## config.mk

```make
export PLATFORM = sky130hd
export DESIGN_NAME = uop_buf_ctrl_flat
export DESIGN_NICKNAME = d
export VERILOG_FILES = /design/src/rtl/uop_buf_ctrl_if.sv /design/src/rtl/uop_buf_ctrl.sv /design/src/flat_wrapper.sv
export SDC_FILE = /design/constraint.sdc
export NUM_CORES = 1
export LEC_CHECK = 0
export CELL_PAD_IN_SITES_DETAIL_PLACEMENT = 1
export CELL_PAD_IN_SITES_GLOBAL_PLACEMENT = 2
export CORE_MARGIN = 5
export CORE_UTILIZATION = 29
export DETAILED_ROUTE_END_ITERATION = 6
export PLACE_DENSITY_LB_ADDON = 0.1
export REMOVE_ABC_BUFFERS = 1
export SLEW_MARGIN = 5
export SYNTH_ARGS = -nofsm -noshare
export SYNTH_HDL_FRONTEND = slang
export SYNTH_SLANG_ARGS = --single-unit
```

## constraint.sdc

```tcl
create_clock -name clk -period 2.8 [get_ports clk]
set_input_delay 0.42 -clock clk [delete_from_list [all_inputs] [get_ports clk]]
set_output_delay 0.42 -clock clk [all_outputs]
set_load 0.005 [all_outputs]
```

## src/rtl/uop_buf_ctrl_if.sv

```systemverilog
// Bundle-buffer control interface: decode write handshake, fetch read strobe,
// RAM addressing and occupancy. Optional statistics signals exist only when
// UOP_BUF_STATS_EN is defined.
`timescale 1ns/1ps

interface uop_buf_ctrl_if #(
  parameter int unsigned AW = 4
);
  logic          clear;
  logic          wr_valid;
  logic          wr_ready;
  logic          buf_wr_en;
  logic [AW-1:0] buf_wr_addr;
  logic          fetch_stalled;
  logic          rd_enable;
  logic [AW-1:0] rd_addr;
  logic [AW:0]   count;
  logic          empty;
  logic          full;
`ifdef UOP_BUF_STATS_EN
  logic [AW:0]   peak_count;
  logic [31:0]   full_cycles;
`endif

`ifdef UOP_BUF_STATS_EN
  // Pipeline side: drives flush, decode valid and fetch stall.
  modport master (
    output clear, wr_valid, fetch_stalled,
    input  wr_ready, buf_wr_en, buf_wr_addr, rd_enable, rd_addr,
           count, empty, full, peak_count, full_cycles
  );

  // Controller side.
  modport slave (
    input  clear, wr_valid, fetch_stalled,
    output wr_ready, buf_wr_en, buf_wr_addr, rd_enable, rd_addr,
           count, empty, full, peak_count, full_cycles
  );
`else
  // Pipeline side: drives flush, decode valid and fetch stall.
  modport master (
    output clear, wr_valid, fetch_stalled,
    input  wr_ready, buf_wr_en, buf_wr_addr, rd_enable, rd_addr,
           count, empty, full
  );

  // Controller side.
  modport slave (
    input  clear, wr_valid, fetch_stalled,
    output wr_ready, buf_wr_en, buf_wr_addr, rd_enable, rd_addr,
           count, empty, full
  );
`endif
endinterface

```

## src/rtl/uop_buf_ctrl.sv

```systemverilog
// Occupancy/pointer controller for the micro-op bundle buffer between decode
// and uop fetch. Generates RAM write strobe/address, fetch read enables, and
// flushes on pipeline clear.
// Optional feature macro: UOP_BUF_STATS_EN (peak_count and full_cycles).
`timescale 1ns/1ps

module uop_buf_ctrl #(
  parameter int unsigned UOP_BUF_SIZE = 16,
  parameter int unsigned AW           = $clog2(UOP_BUF_SIZE)
) (
  input  logic               clk,
  input  logic               reset,
  uop_buf_ctrl_if.slave      bus
);

  localparam logic [AW:0] SIZE_C    = (AW+1)'(UOP_BUF_SIZE);
  localparam logic [AW:0] SIZE_M1_C = (AW+1)'(UOP_BUF_SIZE - 1);
  localparam logic [AW:0] ONE_C     = (AW+1)'(1);

  typedef enum logic [1:0] {
    ST_EMPTY  = 2'd0,
    ST_ACTIVE = 2'd1,
    ST_FULL   = 2'd2,
    ST_FLUSH  = 2'd3
  } state_e;

  state_e        state_q;
  logic [AW-1:0] head_q, head_d;
  logic [AW-1:0] tail_q, tail_d;
  logic [AW:0]   count_q, count_d;
  logic          empty_q;
  logic          full_q;

  logic          wr_ready_c;
  logic          wr_fire_c;
  logic          rd_fire_c;

  // Handshakes depend only on registered state and the named inputs.
  assign wr_ready_c = ((state_q == ST_EMPTY) || (state_q == ST_ACTIVE)) && !bus.clear;
  assign wr_fire_c  = bus.wr_valid && wr_ready_c;
  assign rd_fire_c  = ((state_q == ST_ACTIVE) || (state_q == ST_FULL)) &&
                      !bus.fetch_stalled && !bus.clear;

  assign bus.wr_ready    = wr_ready_c;
  assign bus.buf_wr_en   = wr_fire_c;
  assign bus.rd_enable   = rd_fire_c;
  assign bus.buf_wr_addr = tail_q;
  assign bus.rd_addr     = head_q;
  assign bus.count       = count_q;
  assign bus.empty       = empty_q;
  assign bus.full        = full_q;

  // Next pointers and occupancy; clear and FLUSH both zero the datapath.
  always_comb begin
    head_d  = head_q;
    tail_d  = tail_q;
    count_d = count_q;
    if (bus.clear || (state_q == ST_FLUSH)) begin
      head_d  = '0;
      tail_d  = '0;
      count_d = '0;
    end else begin
      if (wr_fire_c) tail_d = tail_q + AW'(1);
      if (rd_fire_c) head_d = head_q + AW'(1);
      if (wr_fire_c && !rd_fire_c) begin
        count_d = count_q + ONE_C;
      end else if (rd_fire_c && !wr_fire_c) begin
        count_d = count_q - ONE_C;
      end
    end
  end

  // State machine plus registered pointers, occupancy and flags.
  always_ff @(posedge clk) begin
    if (reset) begin
      state_q <= ST_EMPTY;
      head_q  <= '0;
      tail_q  <= '0;
      count_q <= '0;
      empty_q <= 1'b1;
      full_q  <= 1'b0;
    end else begin
      head_q  <= head_d;
      tail_q  <= tail_d;
      count_q <= count_d;
      empty_q <= (count_d == '0);
      full_q  <= (count_d == SIZE_C);
      if (bus.clear) begin
        state_q <= ST_FLUSH;
      end else begin
        case (state_q)
          ST_EMPTY: begin
            if (wr_fire_c) state_q <= ST_ACTIVE;
          end
          ST_ACTIVE: begin
            if (wr_fire_c && !rd_fire_c && (count_q == SIZE_M1_C)) begin
              state_q <= ST_FULL;
            end else if (rd_fire_c && !wr_fire_c && (count_q == ONE_C)) begin
              state_q <= ST_EMPTY;
            end
          end
          ST_FULL: begin
            if (rd_fire_c) state_q <= ST_ACTIVE;
          end
          ST_FLUSH: begin
            state_q <= ST_EMPTY;
          end
          default: begin
            state_q <= ST_EMPTY;
          end
        endcase
      end
    end
  end

`ifdef UOP_BUF_STATS_EN
  logic [AW:0] peak_count_q;
  logic [31:0] full_cycles_q;

  assign bus.peak_count  = peak_count_q;
  assign bus.full_cycles = full_cycles_q;

  // High-water mark (reset by clear) and saturating FULL-cycle counter (reset only).
  always_ff @(posedge clk) begin
    if (reset) begin
      peak_count_q  <= '0;
      full_cycles_q <= '0;
    end else begin
      if (bus.clear) begin
        peak_count_q <= '0;
      end else if (count_d > peak_count_q) begin
        peak_count_q <= count_d;
      end
      if ((state_q == ST_FULL) && (full_cycles_q != 32'hFFFF_FFFF)) begin
        full_cycles_q <= full_cycles_q + 32'd1;
      end
    end
  end
`endif

endmodule

```

## src/flat_wrapper.sv

```systemverilog
// flat-port wrapper written by rule: the top's interface ports become plain ports
module uop_buf_ctrl_flat 
#(
  parameter int unsigned UOP_BUF_SIZE = 16,
  parameter int unsigned AW           = $clog2(UOP_BUF_SIZE)
)
  (clk, reset, bus_clear, bus_wr_valid, bus_fetch_stalled, bus_wr_ready, bus_buf_wr_en, bus_buf_wr_addr, bus_rd_enable, bus_rd_addr, bus_count, bus_empty, bus_full);
  uop_buf_ctrl_if #(.AW(AW)) bus_i ();
  input  logic clk;
  input  logic reset;
  input wire logic [$bits(bus_i.clear)-1:0] bus_clear;
  input wire logic [$bits(bus_i.wr_valid)-1:0] bus_wr_valid;
  input wire logic [$bits(bus_i.fetch_stalled)-1:0] bus_fetch_stalled;
  output wire logic [$bits(bus_i.wr_ready)-1:0] bus_wr_ready;
  output wire logic [$bits(bus_i.buf_wr_en)-1:0] bus_buf_wr_en;
  output wire logic [$bits(bus_i.buf_wr_addr)-1:0] bus_buf_wr_addr;
  output wire logic [$bits(bus_i.rd_enable)-1:0] bus_rd_enable;
  output wire logic [$bits(bus_i.rd_addr)-1:0] bus_rd_addr;
  output wire logic [$bits(bus_i.count)-1:0] bus_count;
  output wire logic [$bits(bus_i.empty)-1:0] bus_empty;
  output wire logic [$bits(bus_i.full)-1:0] bus_full;
  assign bus_i.clear = bus_clear;
  assign bus_i.wr_valid = bus_wr_valid;
  assign bus_i.fetch_stalled = bus_fetch_stalled;
  assign bus_wr_ready = bus_i.wr_ready;
  assign bus_buf_wr_en = bus_i.buf_wr_en;
  assign bus_buf_wr_addr = bus_i.buf_wr_addr;
  assign bus_rd_enable = bus_i.rd_enable;
  assign bus_rd_addr = bus_i.rd_addr;
  assign bus_count = bus_i.count;
  assign bus_empty = bus_i.empty;
  assign bus_full = bus_i.full;
  uop_buf_ctrl #(.UOP_BUF_SIZE(UOP_BUF_SIZE), .AW(AW)) u_core (.clk(clk), .reset(reset), .bus(bus_i));
endmodule
```

=== Word-level counts from Yosys, hierarchy flattened ===
Index checks and enable logic that the tools add are counted.

* Register bits after elaboration: 17
* Output and inout port bits: 18

* Add/subtract/negate cells: 4
* Eq/ne operators: 9
* Multiplexer cells: 9
* Reduce and logical (&&, ||, !) cells: 19

{| class="wikitable"
|+ Operator list
! kind !! number
|-
| $mux 5 || 3
|-
| $mux 2 || 5
|-
| $add 4x1->4 const B || 2
|-
| $logic_and 1x1->1 || 8
|-
| $pmux 2 s4 || 1
|-
| $ne 3x2->1 const B || 2
|-
| $add 5x1->5 const B || 1
|-
| $eq 5x1->1 const B || 1
|-
| $eq 5x4->1 const B || 1
|-
| $eq 5x5->1 const B || 1
|-
| $logic_not 5->1 || 1
|-
| $sub 5x1->5 const B || 1
|-
| $eq 2x2->1 const B || 2
|-
| $logic_not 1->1 || 4
|-
| $ne 4x4->1 const B || 1
|-
| $logic_or 1x1->1 || 3
|-
| $reduce_and 3->1 || 1
|-
| $eq 2x1->1 const B || 1
|-
| $logic_not 2->1 || 1
|-
| $reduce_or 2->1 || 1
|}

=== Logic depth before layout (Yosys ltp) ===
* Depth in word-level cells: 11
* Depth in mapped cells: 8
* Mapped depth without buffers: 8

=== Least setup slack after synthesis ===
No wires, ideal clock.

* Path kind: reg2reg
* From: register u_core.state_q[0]
* To: register u_core.empty_q (netlist: u_core.bus.empty)
* Library setup time: 101 ps
* Data arrival time: 1926 ps
* Required time: 2699 ps
* Setup slack: 773 ps
* Stages on the path, launching flop included: 9
* Cells stage by stage: dfxtp_1 > inv_1 > ha_1 > or3b_4 > inv_6 > nand4_2 > xnor2_1 > o2111a_2 > o41ai_1

* Elaborated cells between the ends (all ways): 19
* Those cells by class: eq/ne: 3; mux: 3; reduce/logical: 13

{| class="wikitable"
|+ RTL lines
! what !! RTL line !! text
|-
| start, declared || uop_buf_ctrl.sv:27 || <nowiki>state_e state_q;</nowiki>
|-
| start signal, assigned || uop_buf_ctrl.sv:76 || <nowiki>state_q <= ST_EMPTY;</nowiki>
|-
| start signal, assigned || uop_buf_ctrl.sv:89 || <nowiki>state_q <= ST_FLUSH;</nowiki>
|-
| start signal, assigned || uop_buf_ctrl.sv:93 || <nowiki>if (wr_fire_c) state_q <= ST_ACTIVE;</nowiki>
|-
| $eq 2x1->1 or $eq 2x2->1 (tied branches) || uop_buf_ctrl.sv:41 || <nowiki>assign rd_fire_c = ((state_q == ST_ACTIVE) || (state_q == ST_FULL)) &&</nowiki>
|-
| $logic_or 1x1->1 (*) || uop_buf_ctrl.sv:41 ||
|-
| $logic_and 1x1->1 (*) || uop_buf_ctrl.sv:41 ||
|-
| $logic_and 1x1->1 (*) || uop_buf_ctrl.sv:42 || <nowiki>!bus.fetch_stalled && !bus.clear;</nowiki>
|-
| net bus_rd_enable || flat_wrapper.sv:17 || <nowiki>output wire logic [$bits(bus_i.rd_enable)-1:0] bus_rd_enable;</nowiki>
|-
| $logic_and 1x1->1 or $logic_not 1->1 (tied branches) || uop_buf_ctrl.sv:67, uop_buf_ctrl.sv:65 ||
|-
| $mux 5 or $logic_and 1x1->1 (tied branches) || uop_buf_ctrl.sv:67, uop_buf_ctrl.sv:65 ||
|-
| $mux 5 (*) || uop_buf_ctrl.sv:65 || <nowiki>if (wr_fire_c && !rd_fire_c) begin</nowiki>
|-
| $mux 5 (*) || uop_buf_ctrl.sv:58 || <nowiki>if (bus.clear || (state_q == ST_FLUSH)) begin</nowiki>
|-
| $logic_not 5->1 (*) || uop_buf_ctrl.sv:86 || <nowiki>empty_q <= (count_d == '0);</nowiki>
|-
| end signal, assigned || uop_buf_ctrl.sv:86 ||
|-
| end, declared || uop_buf_ctrl.sv:31 || <nowiki>logic empty_q;</nowiki>
|}

Mark *: on every way through the listed nets, which the timed path passes. The rest lies on a longest branch.
A chain may end at the register's enable or synchronous reset.

=== Worst setup path in the final report ===
* From: register u_core.state_q[0]
* To: output port bus_rd_enable

* Word-level cells in the longest chain between the ends: 4
* Elaborated cells between the ends (all ways): 5
* Those cells by class: eq/ne: 2; reduce/logical: 3

{| class="wikitable"
|+ Ends and longest elaborated chain
! what !! RTL line
|-
| $eq 2x1->1 or $eq 2x2->1 (tied branches) || uop_buf_ctrl.sv:41
|-
| $logic_or 1x1->1 (*) || uop_buf_ctrl.sv:41
|-
| $logic_and 1x1->1 (*) || uop_buf_ctrl.sv:41
|-
| $logic_and 1x1->1 (*) || uop_buf_ctrl.sv:42
|-
| end, declared || flat_wrapper.sv:17
|}

Every way passes the cells marked *; elsewhere a longest branch is shown, timed or not.

==> results.md <==
* Crit share post-route at 0.904
* H-tree Lvls at 1
* Die width at 69.0 um
* Hold path depth at 2
* Top cell types by occurrence after synthesis: 17 x dfxtp_1, 16 x nor2_1, 10 x ha_1, 10 x nand2_1, 7 x inv_1
* Cell accounting for the most synthesized area: dfxtp_1
* IO buf count at 22
* Yosys warns at 0
* Cts-stage hold buffer count at 0
* Nets at 155
* Worst-Skew Late Latency at 300 ps
* Placed Area at 1290 sq um
* Clk root buf: clkbuf_4
* Detailed-route wire length per cell at 13.8 um
* Delay of the slowest critical-path stage at 500 ps
* Fillers at 426
* Routed vias at 892
* Pin count of the biggest net entering global routing at 11
* Total clock sinks at 17
* Final clock skew at 5.73 ps
* Core box area at 3360 sq um
* Final Hold Viols at 0
* Number of synthesized flops with an enable pin at 0
* Register-to-Register Path Depth at 8
* Total gr overflow at 0
* Critical path depth at 5
* Rows at 21
* Synth Area per Inst at 9.02 sq um
* Async SR Flop Fraction at 0
* Endpoint class of the critical path: output port
* Die Height at 69.0 um
* Syn Std Cell Area at 1010 sq um
* Distinct cells, synth at 41
* GRT Total Usage at 0.115
* First-pass GRT wire length at 4550 um
* Peak Freq at 0.395 GHz
* Cells resized by post-CTS repair at 0
* Worst Path Max Fanout at 10
* Post-Synth Simple-Gate Area at 0.268
* Postcts setup bufs at 0
* Post-route ant nets at 0
* Multi-input gate area at 623 sq um
* Placer congestion estimate at 0.732
* Main combinational cell family by area after synthesis: simple AND/OR/NAND/NOR gates
* Post-synthesis xor/xnor area fraction at 0.0781
* Aggregate routed wire length at 2550 um
* Synth area leaders: dfxtp_1 34%, ha_1 12%, nor2_1 5.9%
* HP Class: reg2reg
* Critical path class: reg2out
* Vias in the first global route at 964
* Fin Setup TNS at 0 ps
* Layout cells sized above 1 at 0.122
* Area fraction of the dominant cell type after synthesis at 0.337
* Ports at 23
* Tot Pwr at 0.000521 W
* Final Critical Period at 2530 ps
* CP Launch Type: flop
* Die area at 4760 sq um
* Dpl hpwl at 2040 um
* Critical Path AT at 2110 ps
* Synth Instances at 112
* Via/cell ratio at 4.82
* Bufs on Longest Clock Path at 2
* Count leader, synth: dfxtp_1
* Max-cap check violation count at 0
* Synth-to-Final Area Change at 30.6%
* Initial antenna violation count at 0
* Initial Utilization at 0.300
* Initial DRC count at 31
* # diodes at 0
* Status: finished clean
* Pwr dens at 395 nW/um^2
* Pre-Repair DR Iteration Count at 3
* Top_reg_cell synth: dfxtp_1
* Worst path top cell family by delay: buffers and inverters
* Buffers and inverters on the worst path at 3
* Register area share after synthesis at 0.337
* Max Slew Vio Count at 0
* CTS tree: built
* DRC Markers at 0
* FF+latch count, synth at 17
* Unrepaired setup endpoints after global routing: no
* Slowest-stage cell, CP: clkdlybuf4s50_1
* CP Cell Sequence: inv_1 > ha_1 > or3b_4 > inv_6 > clkdlybuf4s50_1
* Clock Pin Slew Worst Setup and Hold Paths at 100 ps
* Final worst setup slack at 269 ps
* Worst vdd ir at 0.237 mV
* Slew HR at 0.761
* Final setup vio count at 0
* Synth Area in Compound Gates at 0.124
* Post-synthesis mux area share at 0.0235
* Storage element area at 340 sq um
* Setup WS pre-CTS at 320 ps
* Slew at the pin closest to its max-slew limit at 357 ps
* Post-synthesis adder-cell area fraction at 0.124
* Data required time of the critical path at 2380 ps
* P_leak at 0.488 nW
* Finished Cell Area at 1320 sq um
* Total CTS buffers at 3
-- path summary, 6_finish.rpt --
path | slack [ps] | startpoint | end
worst min-delay path | 510 | u_core.state_q[1]$_SDFFE_PP0P_ | u_core.state_q[1]$_SDFFE_PP0P_
worst max-delay path | 270 | u_core.state_q[0]$_SDFFE_PP0P_ | bus_rd_enable
worst max register to register | 590 | u_core.state_q[0]$_SDFFE_PP0P_ | u_core.bus.empty$_SDFF_PP1_
worst min register to register | 510 | u_core.state_q[1]$_SDFFE_PP0P_ | u_core.state_q[1]$_SDFFE_PP0P_
-- power breakdown --
part | switching, W | internal (W)
registers | 0.00000964 | 0.000251
clock network | 0.0000855 | 0.0000532
logic | 0.0000631 | 0.0000593
total | 0.000158 | 0.000363
-- flip-flops by register name (all words and copies together), names as in the netlist --
| name | flops |
|---|---|
| u_core.bus.count | 5 |
| u_core.bus.empty | 1 |
| u_core.state_q | 2 |
| u_core.bus.full | 1 |
| u_core.bus.buf_wr_addr | 4 |
| u_core.bus.rd_addr | 4 |
-- metrics by stage --
step | util | cells | hold slack (ps)
finish | 0.392 | 185 | 510
global route | 0.392 | 185 | 537
CTS | 0.392 | 185 | 514
detailed placement | 0.384 | 181 | 497
global placement | 0.384 | 181 | 491
floorplan | - | 111 | 459
-- placed cells by master (no fill, tap or decap), types with 2 or more instances in the layout --
cell type	n
clkdlybuf4s50_1	22
dfxtp_1	17
nor2_1	16
nand2_1	10
ha_1	10
inv_1	7
xor2_1	5
xnor2_1	4
nand4_1	4
a21oi_1	3
clkbuf_4	3
and3_1	2
nand3_1	2
and2_1	2
nor3_1	2
buf_4	2
-- layout make-up --
type / count / area share
clock buffers: 3 / 0.0171
clock inverters: 1 / 0.00380
flip-flops and latches: 17 / 0.258
multi-input cells: 86 / 0.472
inverters: 8 / 0.0266
well taps: 46 / 0.0436
repair buffers: 24 / 0.178
-- logic make-up (layout without fill, tap and decap cells) --
group,count (synthesis),after routing
flops,17,17
compound gates,16,16
xor+xnor,9,9
mux,2,2
simple gates,49,49
buf+inv,9,36
fa+ha+maj,10,10
-- worst register-to-register path, stage by stage, from the launching register on --
cell and delay, ps:
dfxtp_1 400, inv_1 80, ha_1 300, or3b_4 420, inv_6 110, nand4_2 100, xnor2_1 140, o2111a_2 270
o41ai_1 290
-- metal layers --
| layer | vias up | routed length [um] | track usage |
|---|---|---|---|
| met1 | 425 | 1170 | 0.137 |
| met5 | - | 0 | 0 |
| met4 | 0 | 17 | 0.0260 |
| li1 | 449 | - | - |
| met3 | 2 | 128 | 0.0451 |
| met2 | 16 | 1230 | 0.195 |
(Power assumes the default switching activity.)
==> patch 1: new RTL, config.mk and constraints unchanged <==
`UOP_BUF_SIZE` is set to 16 in 2 places; all go to 32.
--- a/src/rtl/uop_buf_ctrl.sv
+++ b/src/rtl/uop_buf_ctrl.sv
@@ -6,5 +6,5 @@
 
 module uop_buf_ctrl #(
-  parameter int unsigned UOP_BUF_SIZE = 16,
+  parameter int unsigned UOP_BUF_SIZE = 32,
   parameter int unsigned AW           = $clog2(UOP_BUF_SIZE)
 ) (
--- a/src/flat_wrapper.sv
+++ b/src/flat_wrapper.sv
@@ -2,5 +2,5 @@
 module uop_buf_ctrl_flat 
 #(
-  parameter int unsigned UOP_BUF_SIZE = 16,
+  parameter int unsigned UOP_BUF_SIZE = 32,
   parameter int unsigned AW           = $clog2(UOP_BUF_SIZE)
 )
Interface: changed (resized bus_buf_wr_addr, bus_count and bus_rd_addr); port bits go from 23 to 26. The function was not compared with the original's and may differ.
==> patch 1 against the original RTL <==
  * Design area rose by 8.7%
  * Clock power up 35%
  * Critical endpoint unchanged
  * Routed wire length rose by 5.4%
  * Synthesized area increased by 7.6%
  * Via count up 9.3%
  * Sequential cell count is 3 higher
  * Power grew 19%
  * Setup slack improved by 160 ps
==> patch 1: results (changes against the original RTL) <==
status - completed (unchanged)
Peak supply drop - 0.000187 V (was 0.000237 V)
FF-to-FF setup slack - 690 ps (was 590 ps)
Pleak - 0.534 nW (was 0.488 nW)
layout net count - 167 (was 155)
CP max FO - 8 (was 10)
FF-to-FF End - u_core.state_q[0] (was u_core.bus.empty)
FILL cells - 440 (was 426)
share of post-route cells with drive strength above 1 - 7.28% (was 12.2%)
Post-DP HPWL - 2120 µm (was 2040 µm)
Post-CTS Setup Inserts - 0 (unchanged)
Vias/cell - 4.90 (was 4.82)
Iter 0 DRT Violations - 13 (was 31)
Root Buffer - clkbuf_8 (was clkbuf_4)
Max stage delay on crit path - 550 ps (was 500 ps)
# port buffers - 25 (was 22)
GRT Util Overall - 11.0% (was 11.5%)
RD Place Congestion - 0.861 (was 0.732)
P per Cell Area - 431 mW/mm² (was 395 mW/mm²)
drt first pass iters - 2 (was 3)
Slew @ Worst Pin - 550 ps (was 357 ps)
YS warnings - 0 (unchanged)
synth cell count leaders - dfxtp_1 (20), nor2_1 (19), nand2_1 (10) (was dfxtp_1 (17), nor2_1 (16), ha_1 (10), nand2_1 (10), inv_1 (7))
Worst Path Arrival - 1950 ps (was 2110 ps)
vias in the first global route - 963 (was 964)
synth unique cells - 36 (was 41)
Clock transition at path regs - 70 ps (was 100 ps)
sequential share of the synthesized area - 36.9% (was 33.7%)
Post-Route WL - 2680 µm (was 2550 µm)
dominant cells by area after synthesis - dfxtp_1 (37%), ha_1 (10%), nor2_1 (6.6%) (was dfxtp_1 (34%), ha_1 (12%), nor2_1 (5.9%))
Area after DPL - 0.00139 mm² (was 0.00129 mm²)
Hold Startpoint - u_core.bus.buf_wr_addr[1] (was u_core.state_q[1])
Hold Path End - u_core.bus.buf_wr_addr[1] (was u_core.state_q[1])
first-pass GRT wire length - 4530 µm (was 4550 µm)
largest net degree at the start of global routing - 15 (was 11)
flip-flop count of the largest register after layout - 6 (was 5)
clk_skew - 2.52 ps (was 5.73 ps)
CTS Buf Count - 3 (unchanged)
Clock Latency Late Sink - 250 ps (was 300 ps)
[patch 1: routing by layer]
| layer | vias up | share of wire, % | GRT usage (%) |
|---|---|---|---|
| met5 | - | 0 | 0 |
| met4 | 0 | 0.71 | 3.13 |
| met3 | 2 | 3.9 | 2.98 |
| met2 | 18 | 48 | 18.7 |
| met1 | 471 | 47 | 13.6 |
| li1 | 484 | - | - |
[patch 1: cell families after synthesis]
| logic type | synth area share (%) |
|---|---|
| multiplexers | 2.07 |
| buffers and inverters | 3.80 |
| adder cells (fa/ha/maj) | 10.4 |
| flip-flops | 36.9 |
| XOR/XNOR | 10.5 |
| AND/OR/NAND/NOR | 23.3 |
| AO/OA/AOI/OAI | 13.1 |
[patch 1: worst register-to-register path, stage by stage, from the launching register on]
cell and delay (ps):
dfxtp_1 380, inv_1 80, ha_1 310, nand2b_1 250
and3_1 220, nor3b_1 260, o21ai_1 110, a221oi_1 320
nor2_1 70
[patch 1: cell type report]
type / count / area [µm²] / share of cell area [%]
multi-input combinational: 95 / 644 / 44.9
sequential: 20 / 400 / 27.9
timing repair buffer: 27 / 265 / 18.5
tap: 48 / 60.1 / 4.19
clock buffer: 3 / 41.3 / 2.88
inverter: 6 / 22.5 / 1.57
[patch 1: report_power, final]
part / internal [mW] / switching [mW]
clock: 0.0957 / 0.0911
sequential: 0.293 / 0.00949
combinational: 0.0611 / 0.0680
[patch 1: metrics by stage]
stage               power (mW)  hold WS (ps)  worst slack (ps)  util, %  cells
floorplan                0.387           463               978        -    121
global placement         0.439           483               539     38.3    196
detailed placement       0.439           494               517     38.3    196
CTS                      0.632           505               409     39.5    199
global route             0.661           543               265     39.5    199
finish                   0.618           501               433     39.5    199
==> patch 2: new RTL, config.mk and constraints unchanged <==
Made on the original files. Compare `count_q` against `SIZE_M1_C` with >= in place of ==.
--- a/src/rtl/uop_buf_ctrl.sv
+++ b/src/rtl/uop_buf_ctrl.sv
@@ -94,5 +94,5 @@
           end
           ST_ACTIVE: begin
-            if (wr_fire_c && !rd_fire_c && (count_q == SIZE_M1_C)) begin
+            if (wr_fire_c && !rd_fire_c && (count_q >= SIZE_M1_C)) begin
               state_q <= ST_FULL;
             end else if (rd_fire_c && !wr_fire_c && (count_q == ONE_C)) begin
Function: same outputs for any inputs over 10 cycles, from zero or initial values and one cycle with reset high; that may be too few to reach the edited logic, so the function may still have changed.
==> patch 2 against the original RTL <==
  * Power up 15%
  * Routed wire length is 18% higher
  * Sequential cell count unchanged
  * Design area is 7.5% higher
  * Setup slack lost 100 ps
  * Synthesized area grew 7.3%
  * Clock skew fell by 4.5 ps
  * Cell count up 11%
  * Critical path type unchanged
  * Largest power group unchanged
==> patch 2: results (changes against the original RTL) <==
status - completed (unchanged)
dominant cells by area after synthesis - dfxtp_1 (31%), ha_1 (12%), a21oi_1 (4.6%) (was dfxtp_1 (34%), ha_1 (12%), nor2_1 (5.9%))
first-pass GRT wire length - 5050 µm (was 4550 µm)
Clock transition at path regs - 70 ps (was 100 ps)
Worst Path Arrival - 2210 ps (was 2110 ps)
RD Place Congestion - 0.859 (was 0.732)
fraction of area in registers - 24.0% (was 25.8%)
Vias/cell - 5.05 (was 4.82)
multi-input combinational area share - 47.2% (about the same)
Vias - 1040 (was 892)
max_slew headroom - 74.0% (was 76.1%)
Hold Slack - 505 ps (was 510 ps)
Multi-In Gates - 98 (was 86)
mux cell area share after synthesis - 0.924% (was 2.35%)
Post-DP HPWL - 2410 µm (was 2040 µm)
post-placement cell count - 202 (was 181)
layout net count - 174 (was 155)
Max stage delay on crit path - 520 ps (was 500 ps)
clock power share - 31.3% (was 26.6%)
synth cell count leaders - dfxtp_1 (17), nand2_1 (13), nor2_1 (12) (was dfxtp_1 (17), nor2_1 (16), ha_1 (10), nand2_1 (10), inv_1 (7))
met3 Use GR - 1.70% (was 4.51%)
clk_skew - 1.27 ps (was 5.73 ps)
Root Buffer - clkbuf_8 (was clkbuf_4)
drt wl/cell - 14.6 µm (was 13.8 µm)
adder-cell share of the synthesized area - 11.5% (was 12.4%)
Area after DPL - 0.00137 mm² (was 0.00129 mm²)
Pleak - 0.565 nW (was 0.488 nW)
sequential share of the synthesized area - 31.4% (was 33.7%)
post-synthesis compound-gate area fraction - 18.0% (was 12.4%)
Layout clock area frac - 3.18% (was 2.09%)
fraction of area in non-clock buffers - 18.2% (was 17.8%)
synth unique cells - 40 (was 41)
Hold Path End - u_core.bus.buf_wr_addr[1] (was u_core.state_q[1])
met2 Usage GRT - 20.6% (was 19.5%)
Clock Latency Late Sink - 250 ps (was 300 ps)
FILL cells - 446 (was 426)
share of post-route cells with drive strength above 1 - 8.86% (was 12.2%)
CP max FO - 6 (was 10)
Metal-1 WL - 1440 µm (was 1170 µm)
inverter count - 12 (was 8)
total length of routed met3 wires - 113 µm (was 128 µm)
FF-to-FF setup slack - 500 ps (was 590 ps)
R2R cell count - 7 (was 8)
power share of the sequential group - 44.2% (was 49.9%)
patch 2: cell types whose count changed after synthesis, sizes merged, moves of 2 or more:
cell,change
nor4b,-2
a22oi,-2
a21oi,+7
nand2,+3
nor2,-4
nor3,-2
nor2b,+2
buf,+2
clkbuf,+2
o211ai,+2
inv,+4
a211oi,+3
nand3b,+2
and2,-3
patch 2: how the worst max path moves through the flow:
stage                            end  slack, ps  cells after the start
floorplan           u_core.bus.empty        660                      7
global placement       bus_rd_enable        210                      4
detailed placement     bus_rd_enable        200                      4
CTS                    bus_rd_enable        110                      5
global route           bus_rd_enable         40                      5
finish                 bus_rd_enable        170                      5
patch 2: logic make-up after synthesis:
family                   Yosys count
buffers and inverters             17
AND/OR/NAND/NOR                   50
multiplexers                       1
adder cells (fa/ha/maj)           10
AO/OA/AOI/OAI                     29
XOR/XNOR                           8
flip-flops                        17
patch 2: timing repair:
| action | CTS | global route |
|---|---|---|
| resized for setup | 0 | 1 |
| endpoints found under the setup margin | 0 | 1 |
| hold buffers | 0 | 0 |
